$ cat config.mk
export PLATFORM = sky130hd
export DESIGN_NAME = button_counter_bank
export DESIGN_NICKNAME = d
export VERILOG_FILES = /design/src/rtl/btn_pkg.sv /design/src/rtl/btn_channel.sv /design/src/rtl/button_counter_bank.sv
export SDC_FILE = /design/constraint.sdc
export NUM_CORES = 1
export LEC_CHECK = 0
export BUFFER_PORTS_ARGS = -buffer_cell sky130_fd_sc_hd__buf_2
export CELL_PAD_IN_SITES_DETAIL_PLACEMENT = 2
export CELL_PAD_IN_SITES_GLOBAL_PLACEMENT = 2
export CORE_UTILIZATION = 38
export CTS_CLUSTER_DIAMETER = 80
export DETAILED_ROUTE_END_ITERATION = 8
export PLACE_DENSITY = 0.84
export SLEW_MARGIN = 25
export SYNTH_ARGS = -nofsm -noshare
export SYNTH_HDL_FRONTEND = slang
export SYNTH_HIERARCHICAL = 1
export SYNTH_SLANG_ARGS = --single-unit
$ cat constraint.sdc
create_clock -name clk -period 5.9 [get_ports clk]
set_input_delay 1.18 -clock clk [delete_from_list [all_inputs] [get_ports clk]]
set_output_delay 1.18 -clock clk [all_outputs]
set_load 0.005 [all_outputs]
$ cat src/rtl/btn_pkg.sv
// btn_pkg: shared FSM state type and released-level helper for the button counter bank.
// Contents:
//   btn_state_t     - 2-bit per-channel debounce FSM state
//   released_level  - pin level that means "not pressed" for a given ACTIVE_LOW setting
package btn_pkg;

    typedef enum logic [1:0] {
        IDLE,
        PRESS_WAIT,
        HELD,
        RELEASE_WAIT
    } btn_state_t;

    function automatic logic released_level(input int active_low);
        return active_low != 0;
    endfunction

endpackage

$ cat src/rtl/btn_channel.sv
// btn_channel: one button channel - synchronizer, debounce FSM, optional auto-repeat, counter.
// Ports:
//   clk, rst     - clock, asynchronous active-high reset
//   pin          - raw asynchronous button pin
//   clear        - synchronous count clear (an increment in the same cycle yields 1)
//   value        - WIDTH-bit press count
//   pressed      - debounced pressed level
//   press_pulse  - one-cycle strobe per accepted increment
// Optional feature: define BTN_AUTOREPEAT_EN to add auto-repeat while held.
module btn_channel
    import btn_pkg::*;
#(
    parameter int WIDTH           = 8,
    parameter int DEBOUNCE_CYCLES = 5000000,
    parameter int ACTIVE_LOW      = 1,
    parameter int SATURATE        = 0,
    parameter int REPEAT_DELAY    = 50000000,
    parameter int REPEAT_PERIOD   = 10000000
) (
    input  logic             clk,
    input  logic             rst,
    input  logic             pin,
    input  logic             clear,
    output logic [WIDTH-1:0] value,
    output logic             pressed,
    output logic             press_pulse
);

    localparam int             TW    = $clog2(DEBOUNCE_CYCLES);
    localparam logic [TW-1:0]  T_END = TW'(DEBOUNCE_CYCLES - 1);
    localparam logic           REL   = released_level(ACTIVE_LOW);
    localparam logic [WIDTH-1:0] MAX = '1;

    logic [1:0]    sync;
    logic          prs_raw;
    btn_state_t    state;
    logic [TW-1:0] timer;
    logic          acc;
    logic          inc;

    always_ff @(posedge clk or posedge rst) begin
        if (rst) sync <= {2{REL}};
        else     sync <= {sync[0], pin};
    end

    assign prs_raw = sync[1] ^ REL;
    assign acc     = (state == PRESS_WAIT) && prs_raw && (timer == T_END);

`ifdef BTN_AUTOREPEAT_EN
    localparam int            RW       = $clog2(REPEAT_DELAY);
    localparam logic [RW-1:0] R_END    = RW'(REPEAT_DELAY - 1);
    localparam logic [RW-1:0] R_RELOAD = RW'(REPEAT_DELAY - REPEAT_PERIOD);
    logic [RW-1:0] rpt;
    logic          rpt_fire;
    assign rpt_fire = (state == HELD) && prs_raw && (rpt == R_END);
    assign inc      = acc | rpt_fire;
    // Counts only while steadily held; a RELEASE_WAIT bounce freezes it, a real release clears it.
    always_ff @(posedge clk or posedge rst) begin
        if (rst)
            rpt <= '0;
        else if (state == IDLE || state == PRESS_WAIT)
            rpt <= '0;
        else if (state == HELD && prs_raw)
            rpt <= rpt_fire ? R_RELOAD : rpt + 1'b1;
    end
`else
    assign inc = acc;
`endif

    always_ff @(posedge clk or posedge rst) begin
        if (rst) begin
            state       <= IDLE;
            timer       <= '0;
            pressed     <= 1'b0;
            press_pulse <= 1'b0;
        end else begin
            press_pulse <= inc;
            case (state)
                IDLE: begin
                    if (prs_raw) begin
                        state <= PRESS_WAIT;
                        timer <= '0;
                    end
                end
                PRESS_WAIT: begin
                    if (!prs_raw) begin
                        state <= IDLE;
                    end else if (timer == T_END) begin
                        state   <= HELD;
                        pressed <= 1'b1;
                    end else begin
                        timer <= timer + 1'b1;
                    end
                end
                HELD: begin
                    if (!prs_raw) begin
                        state <= RELEASE_WAIT;
                        timer <= '0;
                    end
                end
                RELEASE_WAIT: begin
                    if (prs_raw) begin
                        state <= HELD;
                    end else if (timer == T_END) begin
                        state   <= IDLE;
                        pressed <= 1'b0;
                    end else begin
                        timer <= timer + 1'b1;
                    end
                end
                default: state <= IDLE;
            endcase
        end
    end

    // Clear wins over the old count but keeps a same-cycle increment.
    always_ff @(posedge clk or posedge rst) begin
        if (rst)
            value <= '0;
        else if (clear)
            value <= {{(WIDTH-1){1'b0}}, inc};
        else if (inc && !(SATURATE != 0 && value == MAX))
            value <= value + 1'b1;
    end

endmodule

$ cat src/rtl/button_counter_bank.sv
// button_counter_bank: N_CHANNELS independent debounced button press counters.
// Ports:
//   clk, rst     - clock, asynchronous active-high reset
//   button_pin   - raw asynchronous pins, one per channel
//   clear        - per-channel synchronous count clear
//   value        - channel i count at [i*WIDTH +: WIDTH]
//   pressed      - per-channel debounced pressed level
//   press_pulse  - per-channel one-cycle increment strobe
// Optional feature: define BTN_AUTOREPEAT_EN to enable auto-repeat while held.
module button_counter_bank
    import btn_pkg::*;
#(
    parameter int N_CHANNELS      = 4,
    parameter int WIDTH           = 8,
    parameter int DEBOUNCE_CYCLES = 5000000,
    parameter int ACTIVE_LOW      = 1,
    parameter int SATURATE        = 0,
    parameter int REPEAT_DELAY    = 50000000,
    parameter int REPEAT_PERIOD   = 10000000
) (
    input  logic                        clk,
    input  logic                        rst,
    input  logic [N_CHANNELS-1:0]       button_pin,
    input  logic [N_CHANNELS-1:0]       clear,
    output logic [N_CHANNELS*WIDTH-1:0] value,
    output logic [N_CHANNELS-1:0]       pressed,
    output logic [N_CHANNELS-1:0]       press_pulse
);

    for (genvar g = 0; g < N_CHANNELS; g++) begin : g_ch
        btn_channel #(
            .WIDTH          (WIDTH),
            .DEBOUNCE_CYCLES(DEBOUNCE_CYCLES),
            .ACTIVE_LOW     (ACTIVE_LOW),
            .SATURATE       (SATURATE),
            .REPEAT_DELAY   (REPEAT_DELAY),
            .REPEAT_PERIOD  (REPEAT_PERIOD)
        ) u_ch (
            .clk        (clk),
            .rst        (rst),
            .pin        (button_pin[g]),
            .clear      (clear[g]),
            .value      (value[g*WIDTH +: WIDTH]),
            .pressed    (pressed[g]),
            .press_pulse(press_pulse[g])
        );
    end

endmodule
==> results.md, run 1 <==
| Result | Reported | Unit |
| --- | --- | --- |
| Maximum clock frequency | 345.6 | MHz |
| Initial DRC Count | 377 | - |
| Library cell contributing the largest single delay on the critical path | o21ai_2 | - |
| Family with the most delay on the worst path | simple AND/OR/NAND/NOR gates | - |
| RSZ-0062 raised after global routing | false | - |
| Weighted congestion reported at the end of routability-driven placement | 0.7709 | - |
| Source-to-sink clock delay at the later pin of the worst-skew pair | 0.43 | ns |
| CTS Root Cell | clkbuf_16 | - |
| Arrival time of data at the critical path endpoint | 3.19 | ns |
| Number of instances in the placed design | 1161 | - |
| Avg Synthesized Cell Area | 9.193 | um2 |
| Category of the worst setup path capture point | register | - |
| Period utilisation layout | 0.4904 | - |
| Cell count after synthesis | 899 | - |
| Top cells by instance count after synthesis | dfrtp_1, nand2_1, nand3_1 | - |
| H-tree depth reported by CTS | 4 | - |
| Total global routing track utilization | 0.2256 | - |
| Drt via density | 5.978 | - |
| Pwr Density | 255.5 | nW/um2 |
| Static power due to leakage | 3.835 | nW |
| Share of cells above drive strength 1 | 0.1460 | - |
| Crit path from | g_ch[3].u_ch/state[0] | - |
| Filler-free cell count of the finished design | 1193 | - |
| Total count of hold-check failures in the final report | 0 | - |
| Worst hold path class | register to register | - |
| Max capacitance violation total | 0 | - |
| GR Overflow Total | 0 | - |
| Number of buffers added by the clock tree synthesis step | 17 | - |
| Critical Path RT | 6.20 | ns |
| Die Ht | 149.5 | um |
| Number of iterations in the first detailed-routing pass | 4 | - |
| Synth Net Count | 917 | - |
| Wire length of the first global-routing pass | 40500 | um |
| Average wire per standard cell | 20.07 | um |
| CP Launch Type | register | - |
| Worst slew margin relative to its limit | 0.2954 | - |
| Total length of routed wires | 23950 | um |
| Core Box Area | 21150 | um2 |
| Ordered cell list for the critical path | nor4b_1 > nand4_1 > o21ai_2 > or2_2 > o21ai_0 | - |
| CTS-repair resized insts | 0 | - |
| CP peak stage delay | 0.97 | ns |
| Number of slew-limit violations in the final report | 0 | - |
| HPWL after DPL | 15330 | um |
| Number of nets in the final layout | 923 | - |
| Cell taking the most area after synthesis | dfrtp_1 | - |
| Critical Setup Path Class | register to register | - |
| Count of inserted antenna diode cells | 0 | - |
| Count of vias placed by the detailed router | 7132 | - |
| Clk_skew | 0.01892 | ns |
| Transition time at the pin with the least slew margin | 1.053 | ns |
| YS warnings | 6 | - |
| Clock-pin slew reported for the worst setup and hold paths after clock tree synthesis | 0.07 | ns |
| Startpoint of the lowest-slack register-to-register path | g_ch[3].u_ch/state[0] | - |
| Total die area | 22340 | um2 |
| Run status | finished, final reports clean | - |
| Critical path buffer and inverter count | 0 | - |
| Number of global-route vias before repair | 7736 | - |
| Final sum of negative setup slack | 0 | ns |
| Post-placement worst setup slack | 3.079 | ns |
| DP Area | 8566 | um2 |
| Setup WS post-layout | 3.006 | ns |
| Final setup violation count | 0 | - |
| Count of unique library cells instantiated by Yosys | 61 | - |
| Hold path startpoint | g_ch[0].u_ch/sync[0] | - |
| Worst ir drop on vdd | 0.1839 | mV |
| Most used standard cell by instance count after synthesis | dfrtp_1 | - |
| Pin count of the biggest net entering global routing | 38 | - |
| Share of Yosys cell area claimed by the top area cell type | 0.4239 | - |
| Flip-flop and latch count after synthesis | 148 | - |
| IO Pins | 50 | - |
| Maximum fanout along the worst path | 27 | - |
| Drt drc | 0 | - |
| Number of routed nets with antenna violations | 0 | - |
| Final Critical Period | 2.894 | ns |
| Starting utilization of the core area | 0.3907 | - |
| Count of buffers inserted at the top-level ports | 49 | - |
| Portion of the post-synthesis area used by sequential elements | 0.4494 | - |
| Share of async-settable or async-resettable flops after synthesis | 1.000 | - |
| Max clock buf depth | 2 | - |
| Synthesized cell area | 8264 | um2 |
| Total chip power | 2.346 | mW |
| Die extent in x | 149.5 | um |
| CTS hold repair buffers | 0 | - |
| Number of flops mapped to enable cells by yosys | 0 | - |
| Setup fix buffers added after clock tree synthesis | 0 | - |
| Top cells by area in the synthesized netlist | dfrtp_1, nand2_1, nand3_1, o21ai_0, dfstp_2 | - |
| TritonCTS clock tree | built | - |
| Site Rows | 53 | - |
| FILL cells | 2278 | - |
| Sinks on Clock Net | 148 | - |
| Non-Filler Cell Area, Final | 9181 | um2 |
| Post-synthesis to final-layout area growth | 11.10 | % |
| Commonest register cell after synthesis | dfrtp_1 | - |
| Initial antenna violation count | 0 | - |
-- metal layers --
metal / vias to the layer above / part of all wire / global-route usage
met4: 0 / 0.0097 / 0.05714
met1: 3704 / 0.47 / 0.2884
met3: 15 / 0.020 / 0.03567
li1: 3331 / - / -
met2: 82 / 0.50 / 0.3942
met5: - / 0 / 0
-- kinds of logic after synthesis --
logic type / after synthesis / synth area share
compound gates: 203 / 0.1569
xor+xnor: 23 / 0.02438
fa+ha+maj: 8 / 0.01211
buf+inv: 87 / 0.04799
flops: 148 / 0.4494
mux: 30 / 0.03815
simple gates: 400 / 0.2712
-- where the power goes --
| part | internal (mW) | switching, mW | total (mW) | leakage, nW |
|---|---|---|---|---|
| Clock | 0.686 | 0.454 | 1.14 | 0.295 |
| Sequential | 1.04 | 0.0433 | 1.09 | 2.02 |
| Combinational | 0.0377 | 0.0816 | 0.119 | 1.52 |
| Total | 1.77 | 0.579 | 2.35 | 3.84 |
-- state kept, by name (all words and copies together) (netlist names), named ones only --
register               count
g_ch.u_ch/sync             8
g_ch.u_ch/pressed          4
g_ch.u_ch/press_pulse      4
g_ch.u_ch/timer           92
g_ch.u_ch/state            4
g_ch.u_ch/value           32
-- cells in the final DEF, fill, tap and decap left out, drive strengths merged, types with 23 or more instances in the layout --
master and n:
o21ai 75, o31ai 27, a21oi 42, nand4 28, nand3 67, and3 23, dfrtp 140, nor2 50
nand2 97, buf 53, and4 24
-- stage by stage --
step / hold WS, ns / util
2_1_floorplan: 0.3452 / -
3_3_place_gp: 0.3453 / 0.4049
3_5_place_dp: 0.3515 / 0.4049
4_1_cts: 0.3591 / 0.4337
5_1_grt: 0.3619 / 0.4340
6_report: 0.3571 / 0.4340
-- worst register-to-register path, delay by kind of cell (launching register included) --
kind / cells / cell delay [ns]
compound gates: 2 / 1.10
flops: 1 / 0.51
simple gates: 3 / 1.15
-- cell type report --
class | instances | area (um2) | share of cell area
flip-flops and latches | 148 | 3714 | 0.4045
clock inverters | 13 | 155.1 | 0.01690
multi-input cells | 664 | 4161 | 0.4533
well taps | 275 | 344.1 | 0.03748
clock buffers | 19 | 452.9 | 0.04933
inverters | 21 | 78.83 | 0.008585
repair buffers | 53 | 275.3 | 0.02998
-- worst paths after layout --
| check | to | slack (ns) | depth (start not counted) |
|---|---|---|---|
| max in group asynchronous | g_ch[0].u_ch/sync[0] | 4.57 | 3 |
| hold / removal | g_ch[0].u_ch/sync[1] | 0.36 | 0 |
| hold reg to reg | g_ch[0].u_ch/sync[1] | 0.36 | 0 |
| setup reg to reg | g_ch[3].u_ch/timer[13] | 3.01 | 5 |
| setup / recovery | g_ch[3].u_ch/timer[13] | 3.01 | 5 |
| min in group asynchronous | g_ch[2].u_ch/timer[20] | 0.92 | 3 |
(Power assumes the default switching activity.)
==> run 2, diff against run 1 <==
Settings changed: ABC_AREA set to 1, CORE_UTILIZATION 38 to 36, PLACE_DENSITY 0.84 to 0.85.
Clock period 5.9 ns to 2.8 ns, I/O delays scaled along.
==> results.md, run 2 <==
| Result | Reported | Unit |
| --- | --- | --- |
| Run status | finished, final reports clean | - |
| Number of global-route vias before repair | 9799 | - |
| Count of buffers inserted at the top-level ports | 49 | - |
| Count of vias placed by the detailed router | 8779 | - |
| Number of routed nets with antenna violations | 0 | - |
| Share of cells above drive strength 1 | 0.1297 | - |
| Static power due to leakage | 4.544 | nW |
| Clock-pin slew reported for the worst setup and hold paths after clock tree synthesis | 0.07 | ns |
| Number of iterations in the first detailed-routing pass | 6 | - |
| YS warnings | 6 | - |
| Average wire per standard cell | 18.51 | um |
| Total chip power | 4.774 | mW |
| Max clock buf depth | 2 | - |
| Final-layout worst hold slack | 0.2238 | ns |
| Maximum clock frequency | 447.7 | MHz |
| Flip-flop and latch count after synthesis | 148 | - |
| Most used standard cell by instance count after synthesis | nand2_1 | - |
| Worst slew margin relative to its limit | 0.4370 | - |
| Count of inserted antenna diode cells | 0 | - |
| TritonCTS clock tree | built | - |
| Number of nets in the final layout | 1331 | - |
| Category of the worst setup path capture point | register | - |
| Share of async-settable or async-resettable flops after synthesis | 1.000 | - |
| Post-synthesis to final-layout area growth | 11.64 | % |
| Share of Yosys cell area claimed by the top area cell type | 0.3784 | - |
| Initial DRC Count | 473 | - |
| CTS Root Cell | clkbuf_16 | - |
| RSZ-0062 raised after global routing | false | - |
| Logic depth of the worst register-to-register path | 8 | - |
| DP Area | 9758 | um2 |
| Avg Synthesized Cell Area | 7.372 | um2 |
| Final sum of negative setup slack | 0 | ns |
| Final Critical Period | 2.234 | ns |
| Most frequent cells in the layout | nand2_1, nor2_1, dfrtp_1 | - |
| Die Ht | 162.4 | um |
| Drt via density | 5.301 | - |
| CTS-repair resized insts | 0 | - |
| Total count of hold-check failures in the final report | 0 | - |
| Synth Net Count | 1274 | - |
| Reg-to-reg slack, setup | 0.57 | ns |
| H-tree depth reported by CTS | 4 | - |
| HPWL after DPL | 21520 | um |
| Die extent in x | 162.4 | um |
| Total die area | 26360 | um2 |
| CTS hold repair buffers | 0 | - |
| Arrival time of data at the critical path endpoint | 2.57 | ns |
| Maximum fanout along the worst path | 16 | - |
| FF-to-FF End | g_ch[2].u_ch/timer[15] | - |
| Initial antenna violation count | 0 | - |
| Number of flip-flops in the largest register | 92 | - |
| Number of flops mapped to enable cells by yosys | 0 | - |
| Clk_skew | 0.01294 | ns |
| Critical Path RT | 3.13 | ns |
| Number of slew-limit violations in the final report | 0 | - |
| Weighted congestion reported at the end of routability-driven placement | 0.8006 | - |
| Max capacitance violation total | 0 | - |
| Non-Filler Cell Area, Final | 10340 | um2 |
| Largest registers | g_ch.u_ch/timer (92), g_ch.u_ch/value (32), g_ch.u_ch/sync (8) | - |
| Final setup violation count | 0 | - |
| Total global routing track utilization | 0.2450 | - |
| Starting utilization of the core area | 0.3677 | - |
| Wire length of the first global-routing pass | 51090 | um |
| Total length of routed wires | 30660 | um |
| Commonest register cell after synthesis | dfrtp_1 | - |
| Worst hold path class | input pin to asynchronous set/reset pin | - |
| IO Pins | 50 | - |
| Leading cell type in the layout, fill and taps excluded | nand2_1 | - |
| Synthesized cell area | 9259 | um2 |
| Cell taking the most area after synthesis | dfrtp_1 | - |
| Portion of the post-synthesis area used by sequential elements | 0.4011 | - |
| Setup fix buffers added after clock tree synthesis | 0 | - |
| Site Rows | 58 | - |
| Cell count after synthesis | 1256 | - |
| Transition time at the pin with the least slew margin | 0.8393 | ns |
| FILL cells | 2939 | - |
| Pwr Density | 461.9 | nW/um2 |
| Worst ir drop on vdd | 0.3190 | mV |
| CP Launch Type | register | - |
| Top reg by flops | g_ch.u_ch/timer | - |
| Pin count of the biggest net entering global routing | 38 | - |
| Number of buffers added by the clock tree synthesis step | 17 | - |
| Top cells by instance count after synthesis | nand2_1, nor2_1, dfrtp_1 | - |
| Core Box Area | 25180 | um2 |
| Sinks on Clock Net | 148 | - |
| Top cells by area in the synthesized netlist | dfrtp_1, nand2_1, nand3_1, nor2_1, xor2_1 | - |
| Critical Setup Path Class | register to register | - |
| Startpoint of the lowest-slack register-to-register path | g_ch[2].u_ch/timer[0] | - |
| Source-to-sink clock delay at the later pin of the worst-skew pair | 0.43 | ns |
| Count of unique library cells instantiated by Yosys | 29 | - |
| GR Overflow Total | 0 | - |
| Period utilisation layout | 0.7977 | - |
| Drt drc | 0 | - |
run 2: stage by stage:
| step | setup WS, ns | cells | util |
|---|---|---|---|
| after global routing | 0.4153 | 1656 | 0.4105 |
| final | 0.5664 | 1656 | 0.4105 |
| after floorplan | 1.185 | 1256 | - |
| after CTS | 0.5722 | 1656 | 0.4105 |
| after global placement | 0.7660 | 1624 | 0.3875 |
| after detailed placement | 0.6370 | 1624 | 0.3875 |
run 2: cells by family (layout without fill, tap and decap cells):
family          Yosys count  after routing  synth area share
buf+inv                 141            211           0.07514
flops                   148            148            0.4011
simple gates            790            790            0.3781
compound gates           93             93           0.06297
xor+xnor                 76             76           0.07189
fa+ha+maj                 8              8           0.01081
run 2: layout make-up:
| cell class | instances | area (um2) | area share |
|---|---|---|---|
| multi-input combinational | 967 | 4850 | 0.4692 |
| sequential | 148 | 3714 | 0.3593 |
| clock buffer | 20 | 446.7 | 0.04321 |
| inverter | 117 | 439.2 | 0.04249 |
| tap | 330 | 412.9 | 0.03995 |
| timing repair buffer | 62 | 342.8 | 0.03317 |
| clock inverter | 12 | 131.4 | 0.01271 |
run 2: how the worst max path moves through the flow:
stage | startpoint | slack, ns | cells past startpoint | end
detailed placement | g_ch[2].u_ch/timer[0] | 0.64 | 8 | g_ch[2].u_ch/timer[13]
CTS | g_ch[2].u_ch/timer[0] | 0.57 | 8 | g_ch[2].u_ch/timer[15]
finish | g_ch[2].u_ch/timer[0] | 0.57 | 8 | g_ch[2].u_ch/timer[15]
floorplan | g_ch[0].u_ch/timer[0] | 1.19 | 9 | g_ch[0].u_ch/timer[0]
global placement | g_ch[0].u_ch/timer[0] | 0.77 | 8 | g_ch[0].u_ch/timer[14]
global route | g_ch[2].u_ch/timer[0] | 0.42 | 8 | g_ch[2].u_ch/timer[15]
run 2: where the power goes:
group | switching [mW] | internal, mW | total [mW]
Clock | 1.00 | 1.34 | 2.34
Combinational | 0.167 | 0.0485 | 0.215
Sequential | 0.0459 | 2.17 | 2.22
run 2: per-layer routing:
metal,vias to the layer above,GRT usage,share of wire
met2,106,0.4345,0.51
met5,-,0,0
met3,40,0.04100,0.022
met4,0,0.07461,0.019
li1,4171,-,-
met1,4462,0.3019,0.45
run 2: worst max-delay path, cell delays in order (launching register included):
cell and delay [ns]:
dfrtp_1 0.48, ha_1 0.35, nand3_4 0.16, nor2_2 0.21, nand3_2 0.12, nand2_2 0.31, buf_4 0.31, nand2_1 0.09
o21ai_1 0.10
==> run 3, diff against run 2 <==
Clock period 2.8 ns to 2.3 ns, I/O delays scaled along.
==> results.md, run 3 (synthesis gave the netlist of run 2 again) <==
| Result | Reported | Unit |
| --- | --- | --- |
| Run status | finished, final reports clean | - |
| Worst slew margin relative to its limit | 0.4471 | - |
| Final Critical Period | 2.132 | ns |
| Final setup violation count | 0 | - |
| Leading cell type in the layout, fill and taps excluded | nand2_1 | - |
| Number of buffers added by the clock tree synthesis step | 17 | - |
| Library cell contributing the largest single delay on the critical path | dfrtp_1 | - |
| Max clock buf depth | 2 | - |
| Setup WS post-layout | 0.1680 | ns |
| H-tree depth reported by CTS | 4 | - |
| Post-synthesis to final-layout area growth | 13.86 | % |
| Fraction of the core area covered by cells at the end of the flow | 0.4187 | - |
| TritonCTS clock tree | built | - |
| Total length of routed wires | 34170 | um |
| Non-Filler Cell Area, Final | 10540 | um2 |
| Post-placement worst setup slack | -0.00002198 | ns |
| Transition time at the pin with the least slew margin | 0.8242 | ns |
| CP peak stage delay | 0.47 | ns |
| Number of slew-limit violations in the final report | 0 | - |
| Ordered cell list for the critical path | ha_1 > nand3_2 > nor2_1 > nand3_2 > nand2_4 > buf_4 > nand2_1 > o21ai_0 | - |
| Arrival time of data at the critical path endpoint | 2.49 | ns |
| Number of nets in the final layout | 1341 | - |
| Most frequent CP cell | nand3_2 | - |
| Critical Path RT | 2.66 | ns |
| Site Rows | 58 | - |
| Total count of hold-check failures in the final report | 0 | - |
| Sinks on Clock Net | 148 | - |
| Category of the worst setup path capture point | register | - |
| RSZ-0062 raised after global routing | false | - |
| Max capacitance violation total | 0 | - |
| Count of inserted antenna diode cells | 0 | - |
| Clk_skew | 0.01086 | ns |
| Count of buffers inserted at the top-level ports | 49 | - |
| Die extent in x | 162.4 | um |
| Core Box Area | 25180 | um2 |
| DP Area | 9871 | um2 |
| CTS Root Cell | clkbuf_16 | - |
| Maximum fanout along the worst path | 17 | - |
| Drt via density | 5.407 | - |
| IO Pins | 50 | - |
| GR Overflow Total | 0 | - |
| Maximum clock frequency | 469.0 | MHz |
| Number of instances in the placed design | 1634 | - |
| Number of iterations in the first detailed-routing pass | 7 | - |
| Top reg by flops | g_ch.u_ch/timer | - |
| Largest registers | g_ch.u_ch/timer (92), g_ch.u_ch/value (32), g_ch.u_ch/sync (8) | - |
| HPWL after DPL | 23530 | um |
| Wire length of the first global-routing pass | 56140 | um |
| Share of cells above drive strength 1 | 0.1347 | - |
| Die Ht | 162.4 | um |
| Weighted congestion reported at the end of routability-driven placement | 0.8246 | - |
| Total chip power | 6.302 | mW |
| Static power due to leakage | 4.659 | nW |
| Source-to-sink clock delay at the later pin of the worst-skew pair | 0.44 | ns |
| Number of routed nets with antenna violations | 0 | - |
| Worst hold path class | input pin to asynchronous set/reset pin | - |
| Average wire per standard cell | 20.51 | um |
| Most frequent cells in the layout | nand2_1, nor2_1, dfrtp_1 | - |
| Number of flip-flops in the largest register | 92 | - |
| Pwr Density | 597.8 | nW/um2 |
| Initial antenna violation count | 0 | - |
| CP Launch Type | register | - |
| Total global routing track utilization | 0.2721 | - |
| Initial DRC Count | 441 | - |
| Total die area | 26360 | um2 |
| Count of vias placed by the detailed router | 9008 | - |
| Starting utilization of the core area | 0.3677 | - |
| Worst ir drop on vdd | 0.4776 | mV |
| Clock-pin slew reported for the worst setup and hold paths after clock tree synthesis | 0.07 | ns |
| Pin count of the biggest net entering global routing | 38 | - |
| Drt drc | 0 | - |
| Period utilisation layout | 0.9270 | - |
| Filler-free cell count of the finished design | 1666 | - |
| Number of global-route vias before repair | 10.24k | - |
| Critical Setup Path Class | register to register | - |
run 3: cell types whose count changed in the layout (fill, tap and decap cells not counted), sizes merged:
| cell | before | now |
|---|---|---|
| buf | 62 | 72 |
| bufinv | 2 | 6 |
| clkinvlp | 4 | 0 |
| clkinv | 6 | 4 |
| clkbuf | 20 | 23 |
| inv | 117 | 116 |
run 3: cell type report:
| class | count | area [um2] |
|---|---|---|
| timing repair buffer | 72 | 455.4 |
| inverter | 117 | 439.2 |
| clock buffer | 23 | 467.9 |
| sequential | 148 | 3714 |
| multi-input combinational | 967 | 4855 |
| tap | 330 | 412.9 |
| clock inverter | 9 | 198.9 |
| fill | 2931 | 14640 |
run 3: final timing paths:
check / startpoint / to / slack [ns] / cells past startpoint
max: g_ch[3].u_ch/timer[0] / g_ch[3].u_ch/timer[14] / 0.17 / 8
min: rst / g_ch[0].u_ch/value[4] / 0.11 / 2
max reg2reg: g_ch[3].u_ch/timer[0] / g_ch[3].u_ch/timer[14] / 0.17 / 8
min reg2reg: g_ch[2].u_ch/sync[0] / g_ch[2].u_ch/sync[1] / 0.35 / 0
max in group asynchronous: rst / g_ch[0].u_ch/timer[16] / 1.65 / 3
min in group clk: button_pin[1] / g_ch[1].u_ch/sync[0] / 0.11 / 1
run 3: metrics by stage:
stage	hold slack (ns)	setup TNS (ns)
5_1_grt	0.09543	0
3_3_place_gp	0.3462	0
4_1_cts	0.09439	0
6_report	0.1126	0
2_1_floorplan	0.3452	0
3_5_place_dp	0.3484	-0.00002198
run 3: critical path: cells and delay by family (launching register included):
family	cells	cell delay (ns)
AO/OA/AOI/OAI	1	0.08
adder cells (fa/ha/maj)	1	0.31
buffers and inverters	1	0.24
flip-flops	1	0.47
AND/OR/NAND/NOR	5	0.94
run 3: per-layer routing:
metal / track usage / vias up / routed length (um) / part of all wire
met5: 0 / - / 0 / 0
met4: 0.09777 / 0 / 970 / 0.028
met3: 0.04736 / 78 / 941 / 0.028
met2: 0.4926 / 140 / 17780 / 0.52
met1: 0.3200 / 4599 / 14480 / 0.42
li1: - / 4191 / - / -
run 3: power by group:
group          switching [mW]  leakage, nW  internal (mW)
logic                   0.216         2.31         0.0728
clock network            1.22        0.325           2.09
registers              0.0561         2.02           2.64
run 3: repair_timing:
item / in CTS / in global routing
hold buffers: 0 / 0
resized for setup: 1 / 1
setup endpoints to repair: 1 / 1
setup buffers: 0 / 0
